File: config.mk
export PLATFORM = sky130hd
export DESIGN_NAME = mult_div_sequencer_flat
export DESIGN_NICKNAME = d
export VERILOG_FILES = /design/src/rtl/mult_div_sequencer_pkg.sv /design/src/rtl/mult_div_sequencer_if.sv /design/src/rtl/mult_div_sequencer.sv /design/src/flat_wrapper.sv
export SDC_FILE = /design/constraint.sdc
export NUM_CORES = 1
export LEC_CHECK = 0
export CAP_MARGIN = 10
export CORE_MARGIN = 2
export CORE_UTILIZATION = 50
export CTS_CLUSTER_DIAMETER = 120
export DETAILED_ROUTE_END_ITERATION = 8
export PLACE_DENSITY = 0.76
export SYNTH_ARGS = -nofsm -noshare
export SYNTH_HDL_FRONTEND = slang
export SYNTH_SLANG_ARGS = --single-unit
File: constraint.sdc
create_clock -name clk -period 6.4 [get_ports clk]
set_input_delay 1.28 -clock clk [delete_from_list [all_inputs] [get_ports clk]]
set_output_delay 1.28 -clock clk [all_outputs]
set_load 0.02 [all_outputs]
File: src/rtl/mult_div_sequencer_pkg.sv
// md_pkg: op codes, sequencer states and shared ALU opcodes for mult_div_sequencer
package md_pkg;
  typedef enum logic [1:0] {MD_MULT = 2'b00, MD_MULTU = 2'b01, MD_DIV = 2'b10, MD_DIVU = 2'b11} md_op_e;
  typedef enum logic [2:0] {IDLE, PREP, ITER, FIX, DONE} md_state_e;
  localparam logic [2:0] ALU_ADD = 3'b010;
  localparam logic [2:0] ALU_SUB = 3'b110;
endpackage

File: src/rtl/mult_div_sequencer_if.sv
// mult_div_sequencer_if: request (start/op/A/B), shared ALU (alu_*), status (busy/done) and HI/LO bundle
interface mult_div_sequencer_if;
  logic start;
  logic [1:0] op;
  logic [31:0] A, B, alu_result, alu_a, alu_b, hi, lo;
  logic [2:0] alu_control;
  logic alu_req, busy, done;
  modport master (output start, op, A, B, alu_result, input alu_req, alu_a, alu_b, alu_control, busy, done, hi, lo);
  modport slave (input start, op, A, B, alu_result, output alu_req, alu_a, alu_b, alu_control, busy, done, hi, lo);
endinterface

File: src/rtl/mult_div_sequencer.sv
// mult_div_sequencer: 32-iteration shift-add multiply / restoring divide on a shared ALU; clk, reset, bus (slave) with request, ALU, status and HI/LO
module mult_div_sequencer
  import md_pkg::*;
(
  input logic clk,
  input logic reset,
  mult_div_sequencer_if.slave bus
);
  md_state_e st, st_n;
  logic [1:0] op_r;
  logic [31:0] a_r, b_r, a_abs, b_abs, acc, mq, s, hi_r, lo_r;
  logic [63:0] prod;
  logic [4:0] cnt;
  logic neg_res, neg_rem, is_div, sgn, dz, take, carry;
  assign is_div = op_r[1];
  assign sgn = ~op_r[0];
  assign a_abs = sgn && a_r[31] ? -a_r : a_r;
  assign b_abs = sgn && b_r[31] ? -b_r : b_r;
  // b_r is zero before and after PREP exactly when B was zero
  assign dz = is_div && b_r == '0;
  assign s = {acc[30:0], mq[31]};
  // a set rem[31] means the shifted remainder exceeds 32 bits, so it always covers the divisor
  assign take = acc[31] || s >= b_r;
  assign carry = bus.alu_result < acc;
  assign prod = neg_res ? -{acc, mq} : {acc, mq};
  assign bus.busy = st != IDLE;
  assign bus.alu_req = bus.busy;
  assign bus.done = st == DONE;
  assign bus.hi = hi_r;
  assign bus.lo = lo_r;
  always_ff @(posedge clk)
    if (reset) st <= IDLE;
    else st <= st_n;
  always_comb begin
    st_n = st;
    bus.alu_a = '0;
    bus.alu_b = '0;
    bus.alu_control = ALU_ADD;
    case (st)
      IDLE: st_n = bus.start ? PREP : IDLE;
      PREP: st_n = dz ? FIX : ITER;
      ITER: begin
        st_n = cnt == '0 ? FIX : ITER;
        bus.alu_a = is_div ? s : acc;
        bus.alu_b = is_div ? b_r : (mq[0] ? a_r : '0);
        bus.alu_control = is_div ? ALU_SUB : ALU_ADD;
      end
      FIX: st_n = DONE;
      default: st_n = IDLE;
    endcase
  end
  always_ff @(posedge clk) begin
    if (reset) begin
      hi_r <= '0;
      lo_r <= '0;
    end else begin
      case (st)
        IDLE: if (bus.start) begin
          op_r <= bus.op;
          a_r <= bus.A;
          b_r <= bus.B;
        end
        PREP: begin
          a_r <= a_abs;
          b_r <= b_abs;
          neg_res <= sgn && (a_r[31] ^ b_r[31]);
          neg_rem <= sgn && a_r[31];
          cnt <= 5'd31;
          acc <= '0;
          mq <= is_div ? a_abs : b_abs;
        end
        ITER: begin
          cnt <= cnt - 5'd1;
          acc <= is_div ? (take ? bus.alu_result : s) : {carry, bus.alu_result[31:1]};
          mq <= is_div ? {mq[30:0], take} : {bus.alu_result[0], mq[31:1]};
        end
        FIX: begin
          // divide by zero: re-signing the stored magnitude restores the original dividend
          if (dz) begin
            hi_r <= neg_rem ? -a_r : a_r;
            lo_r <= '1;
          end else if (is_div) begin
            hi_r <= neg_rem ? -acc : acc;
            lo_r <= neg_res ? -mq : mq;
          end else begin
            {hi_r, lo_r} <= prod;
          end
        end
        default: ;
      endcase
    end
  end
endmodule

File: src/flat_wrapper.sv
// flat-port wrapper written by rule: the top's interface ports become plain ports
module mult_div_sequencer_flat import md_pkg::*;
  (clk, reset, bus_start, bus_op, bus_A, bus_B, bus_alu_result, bus_alu_req, bus_alu_a, bus_alu_b, bus_alu_control, bus_busy, bus_done, bus_hi, bus_lo);
  mult_div_sequencer_if bus_i ();
  input logic clk;
  input logic reset;
  input wire logic [$bits(bus_i.start)-1:0] bus_start;
  input wire logic [$bits(bus_i.op)-1:0] bus_op;
  input wire logic [$bits(bus_i.A)-1:0] bus_A;
  input wire logic [$bits(bus_i.B)-1:0] bus_B;
  input wire logic [$bits(bus_i.alu_result)-1:0] bus_alu_result;
  output wire logic [$bits(bus_i.alu_req)-1:0] bus_alu_req;
  output wire logic [$bits(bus_i.alu_a)-1:0] bus_alu_a;
  output wire logic [$bits(bus_i.alu_b)-1:0] bus_alu_b;
  output wire logic [$bits(bus_i.alu_control)-1:0] bus_alu_control;
  output wire logic [$bits(bus_i.busy)-1:0] bus_busy;
  output wire logic [$bits(bus_i.done)-1:0] bus_done;
  output wire logic [$bits(bus_i.hi)-1:0] bus_hi;
  output wire logic [$bits(bus_i.lo)-1:0] bus_lo;
  assign bus_i.start = bus_start;
  assign bus_i.op = bus_op;
  assign bus_i.A = bus_A;
  assign bus_i.B = bus_B;
  assign bus_i.alu_result = bus_alu_result;
  assign bus_alu_req = bus_i.alu_req;
  assign bus_alu_a = bus_i.alu_a;
  assign bus_alu_b = bus_i.alu_b;
  assign bus_alu_control = bus_i.alu_control;
  assign bus_busy = bus_i.busy;
  assign bus_done = bus_i.done;
  assign bus_hi = bus_i.hi;
  assign bus_lo = bus_i.lo;
  mult_div_sequencer u_core (.clk(clk), .reset(reset), .bus(bus_i));
endmodule
==> results.json, run 1 <==
{
  "worstPathRequired_ns": 5.12,
  "worst_slack_ns": 1.87,
  "power_uw": 3870,
  "worstMarginPinSlew_ns": 1.19,
  "synthesis.area_um2": 14900,
  "route.detailed.drc": 0,
  "leakage_uw": 0.00676,
  "grt_max_degree": 144,
  "fin_util": 0.618,
  "synth_most_common_cell": "nand2_1",
  "grt_usage": 0.339,
  "cp-end-kind": "primary output",
  "clock.fmax_mhz": 221,
  "gp_congestion": 0.983,
  "synth_enable_flop_cells": 137,
  "worstPathMaxFanout": 68,
  "first_pass_iters": 6,
  "holdBufCountCts": 0,
  "floorplan.initialDensity": 0.505,
  "crit_chain": "or3b_4 > buf_4 > nor2_1 > clkdlybuf4s50_1",
  "start_kind": "flip-flop",
  "cts_buffer_depth": 3,
  "portBuffers": 232,
  "slew-limit-headroom": 0.203,
  "synth_seq_cells": 204,
  "hold_class": "reg2reg",
  "io-pin-count": 235,
  "synth_cell_type_count": 65,
  "cpMaxStageDelayCell": "or3b_4",
  "die_w_um": 177,
  "finClkSkew_ns": 0.0169,
  "ir_drop_mv": 0.171,
  "ys_dominant_reg_cell": "edfxtp_1",
  "tritoncts": "built",
  "row_count": 63,
  "post_cts_buffers": 0,
  "outcome": "finished clean",
  "ys.warnings.count": 0,
  "drtIter0Drc": 1865,
  "core-area_um2": 29500,
  "rsz0062_at_grt": "no",
  "dp_hpwl_um": 39300,
  "antenna_found_initial": 1,
  "yosys.area.top_type": "edfxtp_1",
  "area_growth_pct": 22.5,
  "totalWireLength_um": 54200,
  "cts.repair.resized": 0,
  "setup_violations": 0,
  "tns_ns": 0,
  "die_h_um": 177,
  "timing.final.crit_share": 0.708,
  "cts-buffers-inserted": 25,
  "hold_viol": 0,
  "grt_pass1_vias": 13882,
  "netlist.area_leader.share": 0.276,
  "die_area_um2": 31200,
  "clkSinkCount": 204,
  "grt_pass1_wl_um": 81500,
  "synth_area_leaders": "edfxtp_1 (28%), dfxtp_1 (9.0%), nand2_1 (5.9%), ha_1 (5.8%), xnor2_1 (5.6%)",
  "criticalPathCategory": "reg2out",
  "cap_violations": 0,
  "async_flop_share": 0,
  "critPathMaxStageDelay_ns": 0.71,
  "synthTopCellsByCount": "nand2_1 (234), nor2_1 (165), o21ai_0 (159), edfxtp_1 (137), clkbuf_1 (120)",
  "fin_nets": 2060,
  "post-place-ws_ns": 2.49,
  "wl_per_cell_um": 23.5,
  "final.min_clock_period_ns": 4.53,
  "avgSynthCellArea_um2": 8.53,
  "slew_viol_final": 0,
  "arrival_ns": 3.25,
  "cts-root-buf": "clkbuf_16",
  "clock_latency_ns": 0.55,
  "ant_nets": 0,
  "viasPerCell": 6.47,
  "num_vias": 14889,
  "netlist_instances": 1746,
  "path_clk_slew_ns": 0.06,
  "drive_above_1_share": 0.0540,
  "power.density_nw_per_um2": 212,
  "cts_htree_levels": 1,
  "synth_nets": 1916,
  "ys_seq_area_frac": 0.366,
  "overflow": 0
}
per-stage QoR:
stage               area [um^2]  cells  hold slack (ns)
global route              18200   2299            0.503
global placement          17400   2251            0.460
detailed placement        17400   2251            0.463
finish                    18200   2301            0.473
floorplan                 14900   1746            0.535
CTS                       18200   2297            0.476
flip-flops by register name, summed over array words and instances, names as in the netlist:
name,cells
u_core.a_r,32
u_core.acc,32
u_core.b_r,32
u_core.bus.hi,32
u_core.bus.lo,32
u_core.cnt,5
u_core.mq,32
u_core.neg_rem,1
u_core.neg_res,1
u_core.op_r,2
u_core.st,3
final cells by class:
| class | instances | area (um^2) |
|---|---|---|
| Clock inverter | 15 | 151 |
| Antenna cell | 2 | 5.00 |
| Fill cell | 2558 | 11300 |
| Inverter | 77 | 289 |
| Clock buffer | 31 | 668 |
| Multi-Input combinational cell | 1327 | 8640 |
| Tap cell | 390 | 488 |
| Sequential cell | 204 | 5460 |
| Timing Repair Buffer | 255 | 2530 |
final timing paths:
check | startpoint | endpoint | slack, ns | cells after the start
max | u_core.st[2]$_SDFF_PP0_ | bus_alu_a[30] | 1.87 | 4
max reg2reg | u_core.st[1]$_SDFF_PP0_ | u_core.acc[31]$_SDFFCE_PN0P_ | 2.63 | 4
min | u_core.bus.hi[22]$_SDFFE_PP0P_ | u_core.bus.hi[22]$_SDFFE_PP0P_ | 0.47 | 2
min reg2reg | u_core.bus.hi[22]$_SDFFE_PP0P_ | u_core.bus.hi[22]$_SDFFE_PP0P_ | 0.47 | 2
cells by family (layout without fill, tap and decap cells):
family	Yosys count	in the layout	share of synthesized area
AND/OR/NAND/NOR	594	594	0.182
AO/OA/AOI/OAI	454	454	0.196
buffers and inverters	215	378	0.0561
flip-flops	204	204	0.366
XOR/XNOR	153	153	0.0900
adder cells (fa/ha/maj)	69	69	0.0580
multiplexers	55	55	0.0514
other	2	4	0.000505
layout by cell type, fill, tap and decap left out, types with 7 or more instances in the layout:
cell type	count
a41oi_1	8
clkinv_2	9
xnor2_1	96
nor3_1	30
clkbuf_16	25
a21oi_1	57
a31oi_1	48
and2_1	7
buf_4	20
and4_1	7
nand2_1	234
inv_1	76
o41ai_1	8
a311oi_1	33
nand4_1	18
nor2_1	163
nand2b_1	8
nor4_1	18
a22oi_1	37
o21ai_0	159
or3_1	9
o221ai_1	22
nand3_1	53
ha_1	69
xor2_1	57
dfxtp_1	67
edfxtp_1	137
o31ai_1	22
o211ai_1	8
mux4_2	17
or4_1	11
a21o_1	22
clkdlybuf4s50_1	232
mux2i_1	37
layer usage:
metal | track usage | wire length [um] | part of all wire | vias up
li1 | - | - | - | 6668
met1 | 0.472 | 21600 | 0.40 | 7056
met2 | 0.539 | 24400 | 0.45 | 1023
met3 | 0.0504 | 6150 | 0.11 | 142
met4 | 0.116 | 2040 | 0.038 | 0
met5 | 0 | 0 | 0 | -
report_power, final:
group          internal, uW  switching, uW  total [uW]
combinational           329            469         798
sequential             1500            122        1630
clock                   859            590        1450
total                  2690           1180        3870
critical path: cells and delay by family (launching register included):
| family | cells | cell delay (ns) |
|---|---|---|
| buffers and inverters | 2 | 1.28 |
| and+or+nand+nor | 2 | 0.85 |
| DFF | 1 | 0.50 |
Note: power is estimated with default switching activity, not from simulation.
==> run 2: changes to the inputs <==
--- a/config.mk
+++ b/config.mk
@@ -10,7 +10,7 @@
 export CORE_UTILIZATION = 50
 export CTS_CLUSTER_DIAMETER = 120
 export DETAILED_ROUTE_END_ITERATION = 8
-export PLACE_DENSITY = 0.76
+export PLACE_DENSITY = 0.79
 export SYNTH_ARGS = -nofsm -noshare
 export SYNTH_HDL_FRONTEND = slang
 export SYNTH_SLANG_ARGS = --single-unit
==> constraint.sdc (replaced) <==
create_clock -name clk -period 3.7 [get_ports clk]
set_input_delay 0.74 -clock clk [delete_from_list [all_inputs] [get_ports clk]]
set_output_delay 0.74 -clock clk [all_outputs]
set_load 0.02 [all_outputs]
==> run 2 against run 1 <==
Compared with the run above: hold slack improved by 0.022 ns; clock skew fell by 0.0031 ns; final cell count rose by 1.7%; sequential power rose by 71%; clock-buffer cell count rose by 1; sequential cell count did not move; cell area rose by 2.3%; largest cell class unchanged; first-iteration DRC count fell by 0.64%; core utilization rose by 1.4 points; register-to-register slack got worse by 2.2 ns.
==> results.json, run 2 (synthesized netlist as in run 1, its figures left out) <==
{
  "outcome": "finished clean",
  "clock.fmax_mhz": 280,
  "first_pass_iters": 6,
  "cts_htree_levels": 1,
  "arrival_ns": 2.83,
  "grt_max_degree": 84,
  "crit_chain": "or3b_4 > buf_4 > nor2_1 > clkdlybuf4s50_1",
  "cts.repair.resized": 0,
  "pwr-share-seq": 0.399,
  "path_clk_slew_ns": 0.06,
  "hold_viol": 0,
  "route.detailed.drc": 0,
  "p_clk_frac": 0.395,
  "antenna_found_initial": 0,
  "dp_hpwl_um": 40400,
  "slew-limit-headroom": 0.250,
  "ant_nets": 0,
  "fin_nets": 2103,
  "power.density_nw_per_um2": 375,
  "cap_violations": 0,
  "floorplan.initialDensity": 0.505,
  "insertedDiodeCount": 0,
  "leakage_uw": 0.00701,
  "cts-buffers-inserted": 24,
  "gp_congestion": 0.992,
  "die_w_um": 177,
  "portBuffers": 232,
  "cp-startpoint": "u_core.st[1]$_SDFF_PP0_",
  "clkSinkCount": 204,
  "viasPerCell": 6.44,
  "wl_per_cell_um": 23.3,
  "hp-start": "u_core.bus.hi[10]$_SDFFE_PP0P_",
  "grt_pass1_vias": 14096,
  "power_switching_uw": 2080,
  "final.min_clock_period_ns": 3.57,
  "setup_violations": 0,
  "die_area_um2": 31200,
  "hold_class": "reg2reg",
  "start_kind": "flip-flop",
  "cts-root-buf": "clkbuf_16",
  "grt_pass1_wl_um": 82600,
  "reg2reg_from": "u_core.mq[26]$_DFFE_PP_",
  "fillers": 2521,
  "tns_ns": 0,
  "holdBufCountCts": 0,
  "cp_num_buf_inv": 2,
  "core-area_um2": 29500,
  "post-place-ws_ns": 0.517,
  "slew_viol_final": 0,
  "totalWireLength_um": 54600,
  "rsz0062_at_grt": "no",
  "layout_commonest_cell": "nand2_1",
  "worstPathMaxFanout": 55,
  "io-pin-count": 235,
  "grt_usage": 0.344,
  "worst_slack_ns": 0.133,
  "combPwrFrac": 0.206,
  "critPathMaxStageDelay_ns": 0.73,
  "drive_above_1_share": 0.0764,
  "die_h_um": 177,
  "worstPathRequired_ns": 2.96,
  "post_cts_buffers": 0,
  "overflow": 0,
  "num_vias": 15076,
  "switching_share": 0.297,
  "cpMaxStageDelayCell": "or3b_4",
  "drtIter0Drc": 1853,
  "ir_drop_mv": 0.302,
  "mostFrequentLayoutCells": "nand2_1 (234), clkdlybuf4s50_1 (232), nor2_1 (163)",
  "criticalPathCategory": "reg2out",
  "cp-end-kind": "primary output",
  "placed_area_um2": 17700,
  "timing.final.crit_share": 0.964,
  "design_area_um2": 18700,
  "multi_input_area_um2": 8640,
  "cts_buffer_depth": 3,
  "tritoncts": "built",
  "clock_latency_ns": 0.53,
  "finClkSkew_ns": 0.0138,
  "area_growth_pct": 25.3,
  "internal-power_uw": 4910,
  "row_count": 63,
  "worstMarginPinSlew_ns": 1.12,
  "critPathTopFamily": "buffers and inverters",
  "seqCellArea_um2": 5460
}
## run 2: changes by cell type in the layout (fill, tap and decap cells not counted), sizes merged
cell,change
clkinvlp,+3
buf,+45
inv,+1
clkinv,-9
bufinv,+2
diode,-2
## run 2: through the flow
stage,power (uW),cells,hold WS [ns],utilization
3_3_place_gp,4190,2297,0.486,0.602
4_1_cts,6950,2341,0.487,0.633
5_1_grt,7200,2341,0.520,0.633
6_report,6990,2341,0.495,0.633
2_1_floorplan,3640,1746,0.535,-
3_5_place_dp,4220,2297,0.479,0.602
## run 2: layout make-up
class                           instances  area share
Multi-Input combinational cell       1327       0.463
Tap cell                              390      0.0262
Clock buffer                           32      0.0384
Sequential cell                       204       0.292
Timing Repair Buffer                  299       0.153
Clock inverter                         12      0.0107
Inverter                               77      0.0155
## run 2: final timing paths
kind	endpoint	slack, ns	cells after the start
min reg2reg	u_core.bus.hi[10]$_SDFFE_PP0P_	0.50	2
min	u_core.bus.hi[10]$_SDFFE_PP0P_	0.50	2
max reg2reg	u_core.bus.hi[31]$_SDFFE_PP0P_	0.40	8
max	bus_alu_a[11]	0.13	4
## run 2: power by group through the flow
stage,Combinational (uW),Sequential (uW),Clock [uW]
4_1_cts,1410,2770,2770
5_1_grt,1550,2800,2860
3_3_place_gp,1370,2820,0
3_5_place_dp,1400,2820,0
6_report,1440,2790,2760
2_1_floorplan,886,2750,0
## run 2: worst min-delay path, stage by stage (launching register included)
cell and delay (ns):
dfxtp_1 0.34, nand2_1 0.06, a21oi_1 0.05
## run 2: layer usage
| layer | GRT usage | vias up | routed length [um] |
|---|---|---|---|
| met5 | 0 | - | 0 |
| met4 | 0.118 | 0 | 2080 |
| met3 | 0.0566 | 134 | 6370 |
| met2 | 0.533 | 1018 | 24300 |
| met1 | 0.487 | 7187 | 21900 |
| li1 | - | 6737 | - |
